==> src/rtl/cva6_axi_txn_limiter_pkg.sv <==
// Shared AXI request/response types and sizing helper for the transaction limiter.
// The struct shapes follow the ariane_axi req_t/resp_t field naming.
package cva6_axi_txn_limiter_pkg;

  localparam int unsigned IdW   = 4;
  localparam int unsigned AddrW = 64;
  localparam int unsigned DataW = 64;

  typedef struct packed {
    logic [IdW-1:0]   id;
    logic [AddrW-1:0] addr;
    logic [7:0]       len;
    logic [2:0]       size;
    logic [1:0]       burst;
  } ax_chan_t;

  typedef struct packed {
    logic [DataW-1:0]   data;
    logic [DataW/8-1:0] strb;
    logic               last;
  } w_chan_t;

  typedef struct packed {
    logic [IdW-1:0] id;
    logic [1:0]     resp;
  } b_chan_t;

  typedef struct packed {
    logic [IdW-1:0]   id;
    logic [DataW-1:0] data;
    logic [1:0]       resp;
    logic             last;
  } r_chan_t;

  typedef struct packed {
    ax_chan_t aw;
    logic     aw_valid;
    w_chan_t  w;
    logic     w_valid;
    logic     b_ready;
    ax_chan_t ar;
    logic     ar_valid;
    logic     r_ready;
  } req_t;

  typedef struct packed {
    logic    aw_ready;
    logic    ar_ready;
    logic    w_ready;
    logic    b_valid;
    b_chan_t b;
    logic    r_valid;
    r_chan_t r;
  } resp_t;

  // Counter width for a limit, capped to the 4-bit outstanding-count outputs.
  function automatic int unsigned cnt_width(input int unsigned max);
    int unsigned w;
    w = $clog2(max + 1);
    return (w > 4) ? 4 : w;
  endfunction

endpackage

==> src/rtl/cva6_axi_txn_counter.sv <==
// Outstanding-transaction counter for one address channel: limit compare,
// valid-stability lock and valid/ready gating.
module cva6_axi_txn_counter
  import cva6_axi_txn_limiter_pkg::*;
#(
  parameter int unsigned Max = 4
) (
  input  logic       clk_i,
  input  logic       rst_ni,
  input  logic       drain_i,
  input  logic       slv_valid_i,
  input  logic       mst_ready_i,
  input  logic       retire_i,
  output logic       mst_valid_o,
  output logic       slv_ready_o,
  output logic       lock_o,
  output logic [3:0] cnt_o
);

  localparam int unsigned CntW = cnt_width(Max);

  logic [CntW-1:0] cnt_q, cnt_d;
  logic            lock_q, lock_d;
  logic            block, open, issue;

  // Registered count only: a same-cycle retire never reopens the gate.
  assign block       = drain_i | (cnt_q == CntW'(Max));
  assign open        = lock_q | ~block;
  assign mst_valid_o = slv_valid_i & open;
  assign slv_ready_o = mst_ready_i & open;
  assign issue       = mst_valid_o & mst_ready_i;
  assign lock_o      = lock_q;
  assign cnt_o       = 4'(cnt_q);

  always_comb begin
    cnt_d = cnt_q;
    unique case ({issue, retire_i})
      2'b10:   if (cnt_q != CntW'(Max)) cnt_d = cnt_q + CntW'(1);
      2'b01:   if (cnt_q != '0)         cnt_d = cnt_q - CntW'(1);
      default: cnt_d = cnt_q;
    endcase
  end

  // Once valid is shown downstream it must stay up until the handshake.
  always_comb begin
    lock_d = lock_q;
    if (issue)                           lock_d = 1'b0;
    else if (mst_valid_o && !mst_ready_i) lock_d = 1'b1;
  end

  always_ff @(posedge clk_i or negedge rst_ni) begin
    if (!rst_ni) begin
      cnt_q  <= '0;
      lock_q <= 1'b0;
    end else begin
      cnt_q  <= cnt_d;
      lock_q <= lock_d;
    end
  end

`ifndef SYNTHESIS
  no_underflow: assert property (@(posedge clk_i) disable iff (!rst_ni)
    retire_i |-> (cnt_q != '0));
`endif

endmodule

==> src/rtl/cva6_axi_txn_limiter.sv <==
// AXI pass-through that caps outstanding reads/writes, offers a drain
// handshake for fences, and latches error responses.
module cva6_axi_txn_limiter
  import cva6_axi_txn_limiter_pkg::*;
#(
  parameter int unsigned MaxReads  = 4,
  parameter int unsigned MaxWrites = 4,
  parameter type         axi_req_t = req_t,
  parameter type         axi_rsp_t = resp_t
) (
  input  logic       clk_i,
  input  logic       rst_ni,
  input  axi_req_t   slv_req_i,
  output axi_rsp_t   slv_resp_o,
  output axi_req_t   mst_req_o,
  input  axi_rsp_t   mst_resp_i,
  input  logic       drain_i,
  output logic       drained_o,
  output logic       bus_error_o,
  input  logic       clr_error_i,
  output logic [3:0] rd_outstanding_o,
  output logic [3:0] wr_outstanding_o
);

  logic r_hs, b_hs;
  logic ar_valid, ar_ready, ar_lock;
  logic aw_valid, aw_ready, aw_lock;
  logic err_set, err_q;

  assign r_hs = mst_resp_i.r_valid & slv_req_i.r_ready;
  assign b_hs = mst_resp_i.b_valid & slv_req_i.b_ready;

  cva6_axi_txn_counter #(.Max(MaxReads)) i_rd_cnt (
    .clk_i       (clk_i),
    .rst_ni      (rst_ni),
    .drain_i     (drain_i),
    .slv_valid_i (slv_req_i.ar_valid),
    .mst_ready_i (mst_resp_i.ar_ready),
    .retire_i    (r_hs & mst_resp_i.r.last),
    .mst_valid_o (ar_valid),
    .slv_ready_o (ar_ready),
    .lock_o      (ar_lock),
    .cnt_o       (rd_outstanding_o)
  );

  // Write lifetime runs AW->B, so W beats are covered without separate tracking.
  cva6_axi_txn_counter #(.Max(MaxWrites)) i_wr_cnt (
    .clk_i       (clk_i),
    .rst_ni      (rst_ni),
    .drain_i     (drain_i),
    .slv_valid_i (slv_req_i.aw_valid),
    .mst_ready_i (mst_resp_i.aw_ready),
    .retire_i    (b_hs),
    .mst_valid_o (aw_valid),
    .slv_ready_o (aw_ready),
    .lock_o      (aw_lock),
    .cnt_o       (wr_outstanding_o)
  );

  always_comb begin
    mst_req_o           = slv_req_i;
    mst_req_o.ar_valid  = ar_valid;
    mst_req_o.aw_valid  = aw_valid;
    slv_resp_o          = mst_resp_i;
    slv_resp_o.ar_ready = ar_ready;
    slv_resp_o.aw_ready = aw_ready;
  end

  assign drained_o = rst_ni & drain_i & (rd_outstanding_o == 4'd0) &
                     (wr_outstanding_o == 4'd0) & ~ar_lock & ~aw_lock;

  // SLVERR/DECERR both have resp[1] set; a new error beats a clear.
  assign err_set = (r_hs & mst_resp_i.r.resp[1]) | (b_hs & mst_resp_i.b.resp[1]);

  always_ff @(posedge clk_i or negedge rst_ni) begin
    if (!rst_ni)          err_q <= 1'b0;
    else if (err_set)     err_q <= 1'b1;
    else if (clr_error_i) err_q <= 1'b0;
  end

  assign bus_error_o = err_q;

endmodule

==> config.mk <==
export PLATFORM = sky130hd
export DESIGN_NAME = cva6_axi_txn_limiter
export DESIGN_NICKNAME = d
export VERILOG_FILES = /design/src/rtl/cva6_axi_txn_limiter_pkg.sv /design/src/rtl/cva6_axi_txn_counter.sv /design/src/rtl/cva6_axi_txn_limiter.sv
export SDC_FILE = /design/constraint.sdc
export NUM_CORES = 1
export LEC_CHECK = 0
export CAP_MARGIN = 0
export CORE_AREA = 5 5 253 255
export CTS_CLUSTER_SIZE = 10
export DETAILED_ROUTE_END_ITERATION = 8
export DIE_AREA = 0 0 258 260
export DONT_BUFFER_PORTS = 1
export HOLD_SLACK_MARGIN = 0.03
export PLACE_DENSITY = 0.3
export SETUP_SLACK_MARGIN = 0.2
export SYNTH_ARGS = -nofsm -noshare
export SYNTH_HDL_FRONTEND = slang
export SYNTH_SLANG_ARGS = --single-unit
export TNS_END_PERCENT = 5
==> constraint.sdc <==
create_clock -name clk_i -period 2.35 [get_ports clk_i]
set_input_delay 0.47 -clock clk_i [delete_from_list [all_inputs] [get_ports clk_i]]
set_output_delay 0.47 -clock clk_i [all_outputs]
set_load 0.02 [all_outputs]
=== After elaboration in Yosys (flattened, before gate mapping) ===
Index checks and enable logic that the tools add are counted.

* Bits in read-only memories: 0
* Bits in registers: 9
* Latch bits: 0
* RAM bits: 0
* Memories kept: 0
* Logic and storage cells: 73
* Input port bits: 326
* Output and inout port bits: 332

* $lt $le $gt $ge: 0
* Bitwise gates (word level): 25
* Muxes and demuxes: 12
* Shifts and indexed selects: 0
* $add $sub $neg: 4
* Eq/ne operators: 12
* Divide/modulo/power cells: 0
* $mul: 0
* Reductions and logical operators: 15

{| class="wikitable"
|+ Operator list
! kind !! count
|-
| $and A1 B1 Y1 || 16
|-
| $mux W3 || 4
|-
| $pmux W3 S2 || 2
|-
| $reduce_bool A2 Y1 || 5
|-
| $logic_not A4 Y1 || 2
|-
| $ne A2 B1 Y1 const B || 4
|-
| $add A3 B1 Y3 const B || 2
|-
| $eq A3 B3 Y1 const B || 2
|-
| $mux W1 || 6
|-
| $ne A3 B3 Y1 const B || 2
|-
| $reduce_and A3 Y1 || 2
|-
| $reduce_bool A3 Y1 || 2
|-
| $sub A3 B1 Y3 const B || 2
|-
| $or A1 B1 Y1 || 5
|-
| $eq A2 B1 Y1 const B || 2
|-
| $eq A2 B2 Y1 const B || 2
|-
| $not A1 Y1 || 4
|-
| $logic_and A1 B1 Y1 || 2
|-
| $logic_not A1 Y1 || 2
|}

=== Logic depth before layout (Yosys ltp) ===
Gate-level depths: netlist of the first run.

* Depth after elaboration: 9
* Mapped depth: 10
* Gate-level depth less buffers: 9

=== Hierarchy ===
From an unflattened synthesis of the first run, not the netlist that was laid out.

* Cell total of the unflattened synthesis: 424
* Area, all modules: 3246.9 sq um

{| class="wikitable"
|+ Modules (own cells, without submodules)
! module !! area each (sq um) !! times used !! cells an instance !! sequential area each (sq um)
|-
| cva6_axi_txn_limiter || 2506.2 || 1 || 332 || 25.0
|-
| cva6_axi_txn_counter || 370.4 || 2 || 46 || 100.1
|}

=== Worst setup path after synthesis of the first run ===
OpenSTA, ideal clock, no wires.

* Path kind: flip-flop to flip-flop
* Start point: reg i_wr_cnt.cnt_q[1]
* End point: reg i_wr_cnt.cnt_q[2]
* Setup time: 120 ps
* Clock period less this slack: 2471 ps
* Path buffers: 1
* Arrival time: 2351 ps
* Stages on the path, launching flop included: 9
* Slack: -121 ps
* Data required time: 2230 ps
* Cells stage by stage: dfrtp_1 -> buf_6 -> or4b_4 -> a41oi_2 -> xor2_1 -> ha_1 -> and4bb_2 -> a211o_1 -> o211a_1

* Longest elaborated chain between the ends: 9
* Elaborated cells between the ends (all ways): 19
* Those cells by class: add/sub: 2; eq/ne: 6; mux: 3; bitwise: 5; reduce/logical: 3

{| class="wikitable"
|+ RTL lines
! what !! line !! source
|-
| start, declared || cva6_axi_txn_counter.sv:22 || <nowiki>logic [CntW-1:0] cnt_q, cnt_d;</nowiki>
|-
| start signal, assigned || cva6_axi_txn_counter.sv:56 || <nowiki>cnt_q <= cnt_d;</nowiki>
|-
| $eq A3 B3 Y1 || cva6_axi_txn_counter.sv:27 || <nowiki>assign block = drain_i | (cnt_q == CntW'(Max));</nowiki>
|-
| $or A1 B1 Y1 || cva6_axi_txn_counter.sv:27 ||
|-
| $not A1 Y1 || cva6_axi_txn_counter.sv:28 || <nowiki>assign open = lock_q | ~block;</nowiki>
|-
| $or A1 B1 Y1 || cva6_axi_txn_counter.sv:28 ||
|-
| $and A1 B1 Y1 || cva6_axi_txn_counter.sv:29 || <nowiki>assign mst_valid_o = slv_valid_i & open;</nowiki>
|-
| $and A1 B1 Y1 || cva6_axi_txn_counter.sv:31 || <nowiki>assign issue = mst_valid_o & mst_ready_i;</nowiki>
|-
| $eq A2 B1 Y1 / $eq A2 B2 Y1 (equally long branches) || cva6_axi_txn_counter.sv:37 || <nowiki>unique case ({issue, retire_i})</nowiki>
|-
| $ne A2 B1 Y1 (no source line) / $reduce_bool A2 Y1 (equally long branches) || -- ||
|-
| $reduce_and A3 Y1 (no source line) || -- ||
|}

Several ways; a longest one is shown, not always the timed one. The select of a mux whose other input is x is not followed.
A chain may end at the register's enable or synchronous reset.

=== Worst setup path in the final report of the first run ===
Same ends and word-level chain as after synthesis.

==> results.md, run 1 <==
* Number of buffers created by CTS at 3
* # fillers at a little over 7000
* Crit Path Max Fanout at 2
* R2R depth at 7
* Hold Crit Start: mst_resp_i[81]
* Worst Setup Start Kind: flop
* Max-cap viol count at 0
* Area delta synth->final at -39.4%
* Outcome: completed
* Port bufs at 0
* Die Y at roughly 260 µm
* Final instance area at 1910 µm²
* CP peak stage delay at 0.54 ns
* Number of global-route vias before repair at 1414
* Antenna violations before repair at 3
* GP Congestion at 0.593
* Total die area at 67100 µm²
* Root Buffer: clkbuf_16
* Num Clock Sinks at 9
* Core Area at between 60000 and 70000 µm²
* Setup TNS at 0 ns
* Critical Path Slowest Stage Cell: or4b_4
* Drt drc at 0
* Seq/Total Area, Yosys at between 7 and 8%
* Fin. max-slew vios at 0
* Reg-to-reg slack, setup at 0.17 ns
* Synth top cells by count: buf_4, dfrtp_1, nor2_1, o21ai_0, xor2_1
* WL final at roughly 13000 µm
* Tot Pwr at about 1.3 mW
* Syn Inst Count at between 400 and 500
* Final HPWL from detailed placement at between 10000 and 15000 µm
* Vias at roughly 1300
* Critical Path RT at ~2.5 ns
* First-pass GRT wire length at ~15000 µm
* Top cells by area, synth: buf_4, dfrtp_1, xor2_1, nor2_1, o21ai_0
* Period Utilization, post-route at a little over 90%
* Largest net degree at the start of global routing at 10
* Unrepaired setup endpoints after global routing: yes
* Post-synth cell types at 37
* First-iteration detailed-routing DRC count at between 40 and 50
* All-Layer GR Usage at under 10%
* Static leakage at 0.417 nW
* Layout cells sized above 1 at around 31%
* Final net count at ~430
* Fmax at 459 MHz
* Pwr Density at roughly 700 nW/µm²
* CP Cell Sequence: or4b_4, a41oi_2, xor2_1, ha_2, and4bb_2, a211o_1, o211a_1
* Fin. Hold Viols at 0
* Top-count cell post-synth: buf_4
* Num rows at 91
* Final Skew at approximately 0.00027 ns
* Fraction of registers with async set/reset at between 90% and 100%
* Min-Delay Endpoint: i_wr_cnt.lock_o
* DP Area at around 1800 µm²
* GRT overflow at 0
* Num ports at about 660
* CTS max path bufs at 2
* Min-Delay Path Class: in -> reg
* Initial Util at a little over 5%
* Final setup margin at ~0.17 ns
* Place WS at 0.144 ns
* Yosys warning count at 0
* Worst setup EP type: flop
* Avg Vias per Cell at between 1 and 1.5
* WL/cell at 14.1 µm
* Antenna viol nets, final at 0
* Multi-input logic area at roughly 480 µm²
* Critical Setup Path Class: reg -> reg
* H-tree depth at 1
* Worst r2r src: i_wr_cnt.cnt_q[1]
* Finish-stage setup viols at 0
* Top_reg_cell synth: dfrtp_1
* Reg area at 228 µm²
* DR pass1 iterations at 4
* Clock Latency Late Sink at 0.23 ns
* Die X at 258 µm
* Synth area leader: buf_4
* Crit path arrival time at ~2.3 ns
* EDFF count, synth at 0
* CTS tree: done
* Synth Register Bits at 9
* R2R Path End: i_wr_cnt.cnt_q[2]
* Avg Cell Area, Syn at just under 8 µm²
* Clock slew at reported path FFs at around 0.040 ns
* Post-route minimum period at approximately 2.2 ns
* Yosys top cell area share at between 70 and 80%
* VDD IR max at a little under 0.3 mV
* Worst hold path stage count at 1
* Synthesized area at 3150 µm²
* Antenna fix cells at 0
[power breakdown]
part	switching, mW	internal (mW)	total [mW]	leakage, nW
logic	0.478	0.284	0.763	0.274
registers	0.0475	0.225	0.273	0.104
clock network	0.0749	0.227	0.302	0.0382
total	0.601	0.736	1.34	0.417
[metal layers]
metal	global-route usage (%)	wire (µm)	vias up
met5	0	27	-
met4	2.83	1180	4
met3	4.24	3370	134
met2	4.52	4930	330
met1	2.37	3010	448
li1	-	-	334
[cell usage in the layout, fill, tap and decap left out, types with 2 or more instances in the layout]
master     count
dfrtp_1        7
nor2_1         9
nand2_1        4
and3_4         2
a21oi_1        3
inv_1          4
buf_4         14
and3_1         3
and2_1         4
xor2_1         5
nor3_2         2
dfrtp_2        2
clkbuf_16      3
nor4b_2        2
nor4_1         2
o21ai_0        6
conb_1         2
nand3_1        4
[area by class of cell]
type,instances,area share [%]
flip-flops and latches,9,11.9
clock buffers,4,4.13
inverters,4,0.787
well taps,790,51.8
repair buffers,15,6.03
multi-input cells,68,25.3
[state kept, by name, summed over array words and instances, names as in the netlist]
register	count
i_rd_cnt.cnt_q	3
i_rd_cnt.lock_o	1
i_wr_cnt.cnt_q	3
bus_error_o	1
i_wr_cnt.lock_o	1
[how the worst max path moves through the flow]
stage | from | depth (start not counted) | endpoint | slack, ns
finish | i_wr_cnt.cnt_q[1] | 7 | i_wr_cnt.cnt_q[2] | 0.17
global route | i_wr_cnt.cnt_q[1] | 7 | i_wr_cnt.cnt_q[2] | 0.08
CTS | i_wr_cnt.lock_o | 7 | i_wr_cnt.cnt_q[2] | 0.16
detailed placement | i_wr_cnt.lock_o | 7 | i_wr_cnt.cnt_q[2] | 0.14
global placement | i_wr_cnt.lock_o | 7 | i_wr_cnt.cnt_q[2] | 0.16
floorplan | i_wr_cnt.cnt_q[1] | 8 | i_wr_cnt.cnt_q[2] | 0.05
[worst max-delay path: cells and delay by family (launching register included)]
family / cells / cell delay, ns
AOI/OAI and AO/OA: 3 / 0.54
xor gates and xnor gates: 1 / 0.18
adders and majority gates: 1 / 0.20
DFF: 1 / 0.39
and+or+nand+nor: 2 / 0.76
[timing repair]
| item | CTS | global route |
|---|---|---|
| hold buffers | 1 | 0 |
| buffers inserted | 1 | 2 |
| resized for setup | 2 | 1 |
| setup endpoints to repair | 3 | 3 |
| pin swaps | 1 | 4 |
| hold endpoints to repair | 9 | 0 |
[per-stage QoR]
step	hold slack (ns)	instances	utilization [%]
global placement	0.175	882	2.90
floorplan	0.174	408	-
global route	0.338	890	3.11
detailed placement	0.175	882	2.90
finish	0.331	890	3.11
CTS	0.331	888	3.08
[logic make-up after synthesis]
| group | synth area share, % |
|---|---|
| AOI/OAI and AO/OA | 4.05 |
| xor gates and xnor gates | 1.67 |
| adders and majority gates | 0.794 |
| buffers and inverters | 78.3 |
| DFF | 7.15 |
| muxes | 0.318 |
| other | 0.119 |
| and+or+nand+nor | 7.63 |
(Power assumes the default switching activity.)
==> run 2: changes to the inputs <==
--- a/config.mk
+++ b/config.mk
@@ -5,7 +5,7 @@
 export SDC_FILE = /design/constraint.sdc
 export NUM_CORES = 1
 export LEC_CHECK = 0
-export CAP_MARGIN = 0
+export CAP_MARGIN = 20
 export CORE_AREA = 5 5 253 255
 export CTS_CLUSTER_SIZE = 10
 export DETAILED_ROUTE_END_ITERATION = 8
==> results of run 2 <==
Final layout, timing and power as in run 1 (identical DEF).
==> run 3: changes to the inputs <==
--- a/config.mk
+++ b/config.mk
@@ -5,11 +5,11 @@
 export SDC_FILE = /design/constraint.sdc
 export NUM_CORES = 1
 export LEC_CHECK = 0
-export CAP_MARGIN = 20
-export CORE_AREA = 5 5 253 255
+export CAP_MARGIN = 30
+export CORE_AREA = 3 3 251 253
 export CTS_CLUSTER_SIZE = 10
 export DETAILED_ROUTE_END_ITERATION = 8
-export DIE_AREA = 0 0 258 260
+export DIE_AREA = 0 0 254 256
 export DONT_BUFFER_PORTS = 1
 export HOLD_SLACK_MARGIN = 0.03
 export PLACE_DENSITY = 0.3
==> run 3 against run 2 <==
Compared with the run above: largest power group unchanged; utilization about the same; clock-buffer cell count unchanged; critical endpoint unchanged; maximum frequency increased by 2.3%; largest cell class unchanged.
==> results.md, run 3 (synthesis results as in run 1) <==
* Avg Vias per Cell at 1.38 (-2.0%)
* WL/cell at 14.7 µm (+4.5%)
* GRT overflow at 0 (unchanged)
* Power share of the sequential group at 20.4% (about the same)
* Crit path arrival time at 2.25 ns (-0.04 ns)
* Outcome: completed
* Fin. max-slew vios at 0 (unchanged)
* Finish-stage setup viols at 0 (unchanged)
* Largest net degree at the start of global routing at 10 (unchanged)
* Worst r2r src: i_wr_cnt.cnt_q[0]
* Crit Path Max Fanout at 2 (unchanged)
* Port bufs at 0 (unchanged)
* Clock slew at reported path FFs at 0.04 ns (about the same)
* First-iteration detailed-routing DRC count at 61 (+49%)
* Min-Delay Path Class: in -> reg
* NetSw at 643 µW (+6.9%)
* Initial Util at 5.14% (+0.0095 points)
* CTS tree: done
* Layout cells sized above 1 at 30.7% (-0.31 points)
* Area delta synth->final at -39.3%
* Most common library cell in the layout ignoring fill and taps: buf_4
* Pwr Density at 722 nW/µm² (+3.0%)
* H-tree depth at 1 (unchanged)
* Worst slew margin at about two thirds
* P_int at 738 µW (+0.24%)
* Final net count at 430 (+0.23%)
* Placed Instances at 884 (+0.23%)
* Multi-input logic area at 478 µm² (-1.0%)
* Reg-to-reg slack, setup at 0.22 ns (+0.05 ns)
* CTS max path bufs at 2 (unchanged)
* Setup TNS at 0 ns (unchanged)
* Comb pwr share at 57.5% (+0.5 points)
* Static leakage at 0.420 nW (+0.68%)
* Largest regs: i_rd_cnt.cnt_q x3, i_wr_cnt.cnt_q x3
* Slew @ Worst Pin at between 0.5 and 0.6 ns
* Worst setup EP type: flop
* Total die area at 65000 µm² (-3.1%)
* Max-cap viol count at 0 (unchanged)
* Min-Delay Endpoint: i_wr_cnt.lock_o
* DR pass1 iterations at 4 (unchanged)
* Num Clock Sinks at 9 (unchanged)
* Number of global-route vias before repair at 1443 (+2.1%)
* Num rows at 91 (unchanged)
* Number of buffers created by CTS at 3 (unchanged)
* First-pass GRT wire length at 15500 µm (+4.3%)
* Die X at 254 µm (-1.6%)
* Core Area at 61300 µm² (-0.19%)
* Num ports at 658 (unchanged)
* Antenna viol nets, final at 0 (unchanged)
* Critical Setup Path Class: reg -> reg
* Reg area at 228 µm² (unchanged)
* Die Y at 256 µm (-1.5%)
* VDD IR max at 0.228 mV (-22%)
* Unrepaired setup endpoints after global routing: yes
* WL final at 13100 µm (+4.7%)
* Final setup margin at 0.221 ns (+0.0481 ns)
* Drt drc at 0 (unchanged)
* R2R Path End: i_wr_cnt.cnt_q[2]
* Hold Crit Start: mst_resp_i[81]
* Fin. Hold Viols at 0 (unchanged)
* Power share of the clock group at 22.2% (-0.4 points)
* Place WS at 0.144 ns (-0.0000740 ns)
* GP Congestion at 0.588 (-0.81%)
* Post-route minimum period at 2.13 ns (-0.0481 ns)
* Clock Latency Late Sink at 0.24 ns (about the same)
* All-Layer GR Usage at 3.75% (+0.39 points)
* Commonest non-fill, non-tap cells in the layout: buf_4, nor2_1, dfrtp_1
* Final HPWL from detailed placement at 11100 µm (+2.6%)
* Vias at 1228 (-1.8%)
* Fmax at 470 MHz (+2.3%)
* Critical Path RT at 2.47 ns (about the same)
* Layout Cells excl Fill at 892 (+0.22%)
* Final Skew at 0.00312 ns (+0.00284 ns)
* Period Utilization, post-route at 90.6% (-2.0 points)
* R2R depth at 7 (unchanged)
* Antenna violations before repair at 2 (-1)
* Worst hold path stage count at 1 (unchanged)
* Root Buffer: clkbuf_16
* # fillers at 7289 (+0.37%)
* Sw frac at 46.5% (+1.6 points)
* Worst Setup Start Kind: flop
[run 3: cell types whose count changed in the layout (fill, tap and decap cells not counted), sizes merged]
cell and delta:
buf +1, diode +1
[run 3: final cells by class]
cell class                      count  share of cell area (%)
Antenna cell                        1                   0.131
Clock buffer                        4                    4.12
Inverter                            4                   0.785
Multi-Input combinational cell     68                    25.0
Sequential cell                     9                    11.9
Tap cell                          790                    51.7
Timing Repair Buffer               16                    6.41
[run 3: metrics by stage]
step | total power [mW] | hold WS [ns] | utilization, % | instance area, µm²
2_1_floorplan | 1.54 | 0.174 | - | 3160
3_3_place_gp | 1.10 | 0.177 | 2.93 | 1790
3_5_place_dp | 1.09 | 0.177 | 2.93 | 1790
4_1_cts | 1.42 | 0.331 | 3.10 | 1900
5_1_grt | 1.53 | 0.339 | 3.12 | 1910
6_report | 1.38 | 0.332 | 3.12 | 1910
[run 3: power groups by stage]
stage          clock network, mW  registers [mW]  logic [mW]
2_1_floorplan                  0           0.362        1.17
3_3_place_gp                   0           0.280       0.816
3_5_place_dp                   0           0.284       0.803
4_1_cts                    0.313           0.278       0.832
5_1_grt                    0.320           0.294       0.911
6_report                   0.306           0.281       0.794
[run 3: per-layer routing]
layer | track usage, % | up-vias | share of wire [%]
met3 | 4.46 | 159 | 28
met1 | 1.79 | 429 | 17
li1 | - | 334 | -
met2 | 4.77 | 302 | 37
met5 | 0 | - | 0.21
met4 | 6.39 | 4 | 17
[run 3: what timing repair did]
item,in CTS,in global routing
setup buffers,2,0
setup endpoints to repair,2,5
pin swaps,4,2
hold buffers,1,0
endpoints found under the hold margin,9,0
resized for setup,0,2
[run 3: worst max-delay path: stages (launching register included)]
cell and delay [ns]:
dfrtp_2 0.39, or4b_4 0.54, a41oi_2 0.18, xor2_1 0.17, ha_2 0.19, and4bb_2 0.22, a211o_1 0.22, o211a_1 0.11
[run 3: how the worst max path moves through the flow]
stage,slack (ns),to,from
after floorplan,0.05,i_wr_cnt.cnt_q[2],i_wr_cnt.cnt_q[1]
after global placement,0.14,i_wr_cnt.cnt_q[2],i_wr_cnt.lock_o
after detailed placement,0.14,i_wr_cnt.cnt_q[2],i_wr_cnt.lock_o
after CTS,0.19,i_rd_cnt.cnt_q[2],i_rd_cnt.cnt_q[0]
after global routing,0.13,i_wr_cnt.cnt_q[2],i_wr_cnt.cnt_q[0]
final,0.22,i_wr_cnt.cnt_q[2],i_wr_cnt.cnt_q[0]
